<file path="src/rtl/sdram_bridge_pkg.sv">
// Shared types and defaults for the Wishbone-to-SDRAM-controller bridge.
package sdram_bridge_pkg;

   typedef enum logic [2:0] {
      ST_IDLE,
      ST_REQ,
      ST_HOLD,
      ST_ACK,
      ST_GAP
   } state_t;

   localparam int DEF_ACK_DLY = 2;
   localparam int DEF_RST_DLY = 3;
   localparam int DEF_TMO     = 255;

   // Bits needed to hold values 0..n-1, never less than one.
   function automatic int clog2(input int n);
      int r;
      r = 1;
      while ((1 << r) < n) r++;
      return r;
   endfunction

endpackage

</file>
<file path="src/rtl/rr_arbiter.sv">
// Combinational round-robin arbiter: first requester after the last grant wins.
module rr_arbiter #(
   parameter int NCH = 2,
   parameter int LGW = 1
) (
   input  logic [NCH-1:0] req,
   input  logic [LGW-1:0] last,
   output logic [NCH-1:0] gnt,
   output logic [LGW-1:0] idx
);

   logic        found;
   int unsigned c;

   always_comb begin
      gnt   = '0;
      idx   = '0;
      found = 1'b0;
      c     = 0;
      for (int unsigned i = 1; i <= NCH; i++) begin
         c = (32'(last) + i) % NCH;
         if (!found && req[c]) begin
            found  = 1'b1;
            gnt[c] = 1'b1;
            idx    = LGW'(c);
         end
      end
   end

endmodule

</file>
<file path="src/rtl/sdram_wb_bridge.sv">
// Multi-channel Wishbone front end for a req/ack SDRAM controller: reset
// sequencing, round-robin arbitration, per-transaction DQM and delayed ack.
module sdram_wb_bridge
   import sdram_bridge_pkg::*;
#(
   parameter int NCH     = 2,
   parameter int AW      = 21,
   parameter int DW      = 16,
   parameter int SW      = DW / 8,
   parameter int RST_DLY = DEF_RST_DLY,
   parameter int ACK_DLY = DEF_ACK_DLY,
   parameter int TMO     = DEF_TMO
) (
   input  logic              clk_p,
   input  logic              reset,
   input  logic              soft_rst,
   input  logic [NCH-1:0]    wb_stb,
   input  logic [NCH-1:0]    wb_we,
   input  logic [NCH*SW-1:0] wb_sel,
   input  logic [NCH*AW-1:0] wb_adr,
   input  logic [NCH*DW-1:0] wb_dat_i,
   output logic [DW-1:0]     wb_dat_o,
   output logic [NCH-1:0]    wb_ack,
   output logic              ctl_rst_n,
   input  logic              ctl_ready,
   output logic              ctl_wr_req,
   output logic              ctl_rd_req,
   input  logic              ctl_wr_ack,
   input  logic              ctl_rd_ack,
   output logic [AW-1:0]     ctl_addr,
   output logic [SW-1:0]     ctl_byteen,
   output logic [DW-1:0]     ctl_wdata,
   input  logic [DW-1:0]     ctl_rdata,
   output logic [SW-1:0]     dqm,
   output logic              tmo_err
);

   localparam int LGW = clog2(NCH);
   localparam int TW  = clog2(TMO + 1);

   state_t         state;
   logic           soft_s1, soft_s2;
   logic [3:0]     rst_cnt;
   logic [LGW-1:0] lgrant, g_idx, arb_idx;
   logic [NCH-1:0] arb_gnt;
   logic [2:0]     hold_cnt;
   logic [TW-1:0]  tmo_cnt;
   logic           l_we;

   rr_arbiter #(
      .NCH (NCH),
      .LGW (LGW)
   ) u_arb (
      .req  (wb_stb),
      .last (lgrant),
      .gnt  (arb_gnt),
      .idx  (arb_idx)
   );

   // Controller reset: held low by the synchronised soft reset, released RST_DLY cycles later.
   always_ff @(posedge clk_p or posedge reset) begin
      if (reset) begin
         soft_s1   <= 1'b0;
         soft_s2   <= 1'b0;
         rst_cnt   <= '0;
         ctl_rst_n <= 1'b0;
      end else begin
         soft_s1 <= soft_rst;
         soft_s2 <= soft_s1;
         if (soft_s2) begin
            ctl_rst_n <= 1'b0;
            rst_cnt   <= '0;
         end else if (!ctl_rst_n) begin
            if (rst_cnt == 4'(RST_DLY - 1)) ctl_rst_n <= 1'b1;
            else                            rst_cnt   <= rst_cnt + 4'd1;
         end
      end
   end

   always_ff @(posedge clk_p or posedge reset) begin
      if (reset) begin
         state      <= ST_IDLE;
         lgrant     <= LGW'(NCH - 1);
         g_idx      <= '0;
         l_we       <= 1'b0;
         ctl_addr   <= '0;
         ctl_byteen <= '0;
         ctl_wdata  <= '0;
         dqm        <= '0;
         ctl_wr_req <= 1'b0;
         ctl_rd_req <= 1'b0;
         wb_ack     <= '0;
         wb_dat_o   <= '0;
         tmo_err    <= 1'b0;
         hold_cnt   <= '0;
         tmo_cnt    <= '0;
      end else begin
         wb_ack  <= '0;
         tmo_err <= 1'b0;
         if (soft_s2) begin
            state      <= ST_IDLE;
            ctl_wr_req <= 1'b0;
            ctl_rd_req <= 1'b0;
            dqm        <= '0;
         end else begin
            case (state)
               ST_IDLE: begin
                  if (ctl_rst_n && ctl_ready && (arb_gnt != '0)) begin
                     g_idx      <= arb_idx;
                     l_we       <= wb_we[arb_idx];
                     ctl_addr   <= wb_adr[int'(arb_idx)*AW +: AW];
                     ctl_byteen <= wb_sel[int'(arb_idx)*SW +: SW];
                     ctl_wdata  <= wb_dat_i[int'(arb_idx)*DW +: DW];
                     dqm        <= wb_we[arb_idx] ? ~wb_sel[int'(arb_idx)*SW +: SW] : '0;
                     tmo_cnt    <= '0;
                     state      <= ST_REQ;
                  end
               end
               ST_REQ: begin
                  // The request level is raised on the first REQ edge, so an ack only counts once it is up.
                  if ((ctl_wr_req || ctl_rd_req) && (ctl_wr_ack || ctl_rd_ack)) begin
                     ctl_wr_req <= 1'b0;
                     ctl_rd_req <= 1'b0;
                     if (!l_we) wb_dat_o <= ctl_rdata;
                     hold_cnt   <= 3'(ACK_DLY - 1);
                     state      <= ST_HOLD;
                  end else if (tmo_cnt == TW'(TMO - 1)) begin
                     ctl_wr_req <= 1'b0;
                     ctl_rd_req <= 1'b0;
                     tmo_err    <= 1'b1;
                     state      <= ST_GAP;
                  end else begin
                     tmo_cnt    <= tmo_cnt + 1'b1;
                     ctl_wr_req <= l_we;
                     ctl_rd_req <= !l_we;
                  end
               end
               ST_HOLD: begin
                  if (hold_cnt == '0) state    <= ST_ACK;
                  else                hold_cnt <= hold_cnt - 3'd1;
               end
               ST_ACK: begin
                  if (wb_stb[g_idx]) wb_ack[g_idx] <= 1'b1;
                  lgrant <= g_idx;
                  state  <= ST_GAP;
               end
               ST_GAP: begin
                  dqm   <= '0;
                  state <= ST_IDLE;
               end
               default: state <= ST_IDLE;
            endcase
         end
      end
   end

endmodule
</file>
<file path="config.mk">
export PLATFORM = sky130hd
export DESIGN_NAME = sdram_wb_bridge
export DESIGN_NICKNAME = d
export VERILOG_FILES = /design/src/rtl/sdram_bridge_pkg.sv /design/src/rtl/rr_arbiter.sv /design/src/rtl/sdram_wb_bridge.sv
export SDC_FILE = /design/constraint.sdc
export NUM_CORES = 1
export LEC_CHECK = 0
export CAP_MARGIN = 20
export CORE_ASPECT_RATIO = 0.9
export CORE_MARGIN = 2
export CORE_UTILIZATION = 43
export CTS_CLUSTER_SIZE = 10
export DETAILED_ROUTE_END_ITERATION = 7
export HOLD_SLACK_MARGIN = 0.15
export PLACE_DENSITY_LB_ADDON = 0.1
export SETUP_SLACK_MARGIN = 0.1
export SYNTH_ARGS = -nofsm -noshare
export SYNTH_HDL_FRONTEND = slang
export SYNTH_SLANG_ARGS = --single-unit
</file>
<file path="constraint.sdc">
create_clock -name clk_p -period 3.4 [get_ports clk_p]
set_clock_uncertainty 0.2 [all_clocks]
set_input_delay 0.51 -clock clk_p [delete_from_list [all_inputs] [get_ports clk_p]]
set_output_delay 0.51 -clock clk_p [all_outputs]
set_load 0.01 [all_outputs]
</file>
# Word-level counts from Yosys, hierarchy flattened
# Cells that the tools add are included.
# op_classes
n_reduce_logical	26
add_sub_neg	5
n_shift	3
mul	1
n_eq_ne	16
mux	57
bitwise_logic	4
magnitude_cmp	7
# op_table
cell	n
indexed part select 42 x 7 -> 21 bit	1
indexed part select 32 x 6 -> 16 bit	1
two-way mux 1 bit	29
two-way mux 8 bit	3
two-way mux 3 bit	7
two-way mux 2 bit	8
one-hot mux 8 bit (2 select lines)	1
two-way mux 4 bit	3
!= test 2 bit, second input constant	6
one-hot mux 3 bit (4 select lines)	1
adder 8 x 1 -> 8 bit, second input constant	1
equality test 8 bit, second input constant	1
less-than comparator 1 x 2 -> 1 bit, second input constant	4
AND reduction 4 bit	2
nonzero test 2 bit	4
logical AND 1 bit	7
equality test 3 x 2 -> 1 bit, second input constant	2
zero test 3 bit	2
multiplier 1 x 5 -> 6 bit, second input constant	1
!= test 3 bit, second input constant	2
one-hot mux 3 bit (2 select lines)	1
AND reduction 2 bit	3
AND reduction 3 bit	2
AND reduction 5 bit	1
18 further kinds	26
# totals
input_bits	104
out_inout_bits	63
ff_bits	86
elab_cells	138

# Logic depth before layout (Yosys ltp)
# logic_depth
depth_word	13
mapped_depth	7
mapped_depth_nobuf	6

# Modules after synthesis
# A second synthesis with hierarchy kept.
# unflattened
hier_cells	357
area_unflattened_um2	3957.5
# by_module_without_submodules
mod	seq_area_each_um2	instances	area_per_inst_um2	cells_per_inst
sdram_wb_bridge	2153.3	1	3931.3	353
rr_arbiter	0.0	1	26.3	4

# Worst setup path after synthesis
# OpenSTA, ideal clock, no wires.
# synth_path
path_type	reg-to-reg
start	register state[1]
end	register wb_dat_o[0]
slack_ps	1425
required_time_ps	3075
t_arrival_ps	1650
path_buffers	2
period_less_slack_ps	1975
setup_ps	125
stages_incl_launch_ff	7
path_cell_list	dfrtp_1 buf_6 nor4b_4 nand2_1 nor2_4 buf_4 mux2_2
# synth_between
elab_chain_len	2
# synth_rtl
item	line	rtl
start: declaration	sdram_wb_bridge.sv:41	state_t state;
start signal: assignment	sdram_wb_bridge.sv:82	state <= ST_IDLE;
start signal: assignment	sdram_wb_bridge.sv:101	state <= ST_IDLE;
start signal: assignment	sdram_wb_bridge.sv:116	state <= ST_REQ;
equality test 3 x 1 -> 1 bit	sdram_wb_bridge.sv:106	case (state)
AND reduction 4 bit (no source line)	--	
end signal: assignment	sdram_wb_bridge.sv:124	if (!l_we) wb_dat_o <= ctl_rdata;
end: declaration	sdram_wb_bridge.sv:22	output logic [DW-1:0] wb_dat_o,
# No other way between the ends.
# A chain may end at the register's enable or synchronous reset.

# Worst setup path after layout
# layout_path
start	register soft_s2
end	register tmo_cnt[7]
# layout_between
elab_chain_len	2
# layout_rtl
item	line	rtl
start: declaration	sdram_wb_bridge.sv:42	logic soft_s1, soft_s2;
start signal: assignment	sdram_wb_bridge.sv:69	soft_s2 <= soft_s1;
inverter 1 bit (no source line)	--	
AND reduction 5 bit (no source line)	--	
end signal: assignment	sdram_wb_bridge.sv:133	tmo_cnt <= tmo_cnt + 1'b1;
end: declaration	sdram_wb_bridge.sv:47	logic [TW-1:0] tmo_cnt;
# No other way between the ends.

==> metrics <==
total CTS buffers 9; power after layout 3.10 mW; share of layout cells above drive strength 1 10.5%; first-pass GRT wire length 15100 um; vias in the first global route 3105; CP startpoint kind flip-flop; syn nets 468; Most used DFF post-synth dfrtp_1; peak per-stage delay on the critical path 0.77 ns; overflow left after global routing 0; crit path cell chain or3_2, nor3_1, a21oi_1; number of synthesized register bits 86; setup TNS 0 ns; Remaining DRCs 0; CTS tree yes; row count 33; Rel. slew slack 33.6%; post_cts resized 0; Crit-path slowest cell nor3_1; die area 10100 um2; pwr dens 518 nW/um2; peak fanout along the critical path 14; hold_buf cts 0; core area 9080 um2; P&R area growth vs syn 49.6%; Layout Nets 631; RSZ-0062 raised after global routing no; Fin. Hold Viols 0; Placer Congestion 0.765; worst setup path category reg2reg; # diodes 0; kind of cell adding the most delay to the critical path simple AND/OR/NAND/NOR gates; outcome completed; most frequent cells in the layout clkdlybuf4s50_1 (166), dfrtp_1 (85), nand2_1 (50); GR Util All Layers 19.3%; post-route ant nets 0; register area share after synthesis 53.8%; wire per inst 14.9 um; top cells by area, synth dfrtp_1 (53%), mux2i_1 (11%), o21ai_0 (5.6%); Setup crit end kind flip-flop; I/O Pins 167; Hold/Removal Path Class reg2reg; Syn. warnings 0; Max-Cap Viols 0; max-slew violation count 0; Async S/R FF share, synth 100%; Port Buf Inserts 166; Detail Placement HPWL 7120 um; vias 3247; vias per cell 5.02; Max rail drop VDD 0.296 mV; CTS max path bufs 2; most common cell after layout, fill and taps aside clkdlybuf4s50_1; die height 95.5 um; Yosys cell types 52; synthesized cell area 4000 um2; # Post-CTS Setup Buffers 0; fmax 430 MHz; worst path arrival time 2.31 ns; setup violators final 0; largest net degree at the start of global routing 87; Post-synth EDFFs 0; Syn Area/Cell 11.2 um2; Leak Pwr 2.68 nW; # H-tree levels 3; 1st-iter DRT viols 164; Die X 106 um; drt pass-1 iters 4; Worst Path Buf+Inv 0; final WL 9640 um; Final period util 68.4%; Yosys top cell by area dfrtp_1; initial antenna violation count 0; final worst path period need 2.33 ns; clk_lat worst skew 0.35 ns; Cells after Synth 358; root buffer selected by CTS clkbuf_8; post-synth top area share 53.1%; Clock transition at path regs 0.08 ns; Initial Utilization 44.1%; Worst EP required 3.38 ns; worst slew pin tran 0.988 ns; clock sinks 86
worst paths after layout:
kind	start	to	slack (ns)	cells after the start
setup / recovery	soft_s2	tmo_cnt[7]	1.07	3
hold / removal	soft_s1	soft_s2	0.15	0
setup reg to reg	soft_s2	tmo_cnt[7]	1.07	3
hold reg to reg	soft_s1	soft_s2	0.15	0
max in group asynchronous	reset	ctl_byteen[0]	2.28	3
min in group asynchronous	reset	ctl_addr[5]	0.36	3
sequential cells by signal (all words and copies together) (netlist names), 2 cells and up:
signal,flops
ctl_addr,21
wb_dat_o,16
ctl_wdata,16
wb_ack,2
rst_cnt,4
ctl_byteen,2
state,3
dqm,2
hold_cnt,3
tmo_cnt,8
layout make-up:
type | instances | area (um2)
Inverter | 9 | 35.0
Tap cell | 122 | 153
Timing Repair Buffer | 172 | 1730
Clock inverter | 4 | 55.1
Fill cell | 720 | 3090
Sequential cell | 86 | 2150
Clock buffer | 11 | 151
Multi-Input combinational cell | 243 | 1710
worst reg2reg max path, delay by kind of cell (launching register included):
family	cells	cell delay, ns
AO/OA/AOI/OAI	1	0.10
flip-flops	1	0.58
AND/OR/NAND/NOR	2	1.28
per-layer routing:
layer | GRT usage (%) | wire length [um] | vias to the layer above
li1 | - | - | 1586
met3 | 6.70 | 828 | 18
met4 | 8.66 | 243 | 0
met2 | 30.0 | 4510 | 123
met5 | 0 | 0 | -
met1 | 24.5 | 4060 | 1520
cell usage after synthesis (2+ instances only):
master    number
nor2_1        13
dfrtp_1       85
a211oi_1       2
mux2_2        17
a22o_1         2
clkbuf_1      11
nor3_1         3
o31ai_1        5
nor3b_1        3
nand4_1        3
nand3_1        4
ha_1           6
nand2_1       51
clkbuf_8       2
xnor2_1        2
or4_1          5
inv_1          9
buf_2          4
a21oi_1       10
o21ai_0       45
mux2i_1       44
buf_6          2
report_power, final:
group	switching [mW]	total [mW]	internal (mW)
clock network	0.366	0.746	0.380
registers	0.147	1.39	1.24
logic	0.407	0.971	0.564
total	0.920	3.10	2.18
cell families (layout without fill, tap and decap cells):
group,Yosys count,after routing,share of synthesized area (%)
DFF,86,86,53.8
xor gates and xnor gates,3,3,0.656
AOI/OAI and AO/OA,75,75,11.0
buffers and inverters,29,196,3.81
adders and majority gates,6,6,1.87
and+or+nand+nor,98,98,13.1
muxes,61,61,15.8
metrics by stage:
stage                     util [%]  setup slack (ns)  cells  hold slack, ns  area, um2
final                         66.0              1.07    647           0.154       5990
after global routing          66.0             0.975    647           0.173       5990
after CTS                     66.0              1.08    647           0.155       5990
after detailed placement      63.7             0.777    632           0.136       5780
after global placement        63.7             0.861    632           0.134       5780
after floorplan                  -             0.470    358           0.131       4000
No activity file was read; power rests on OpenSTA's default activity.
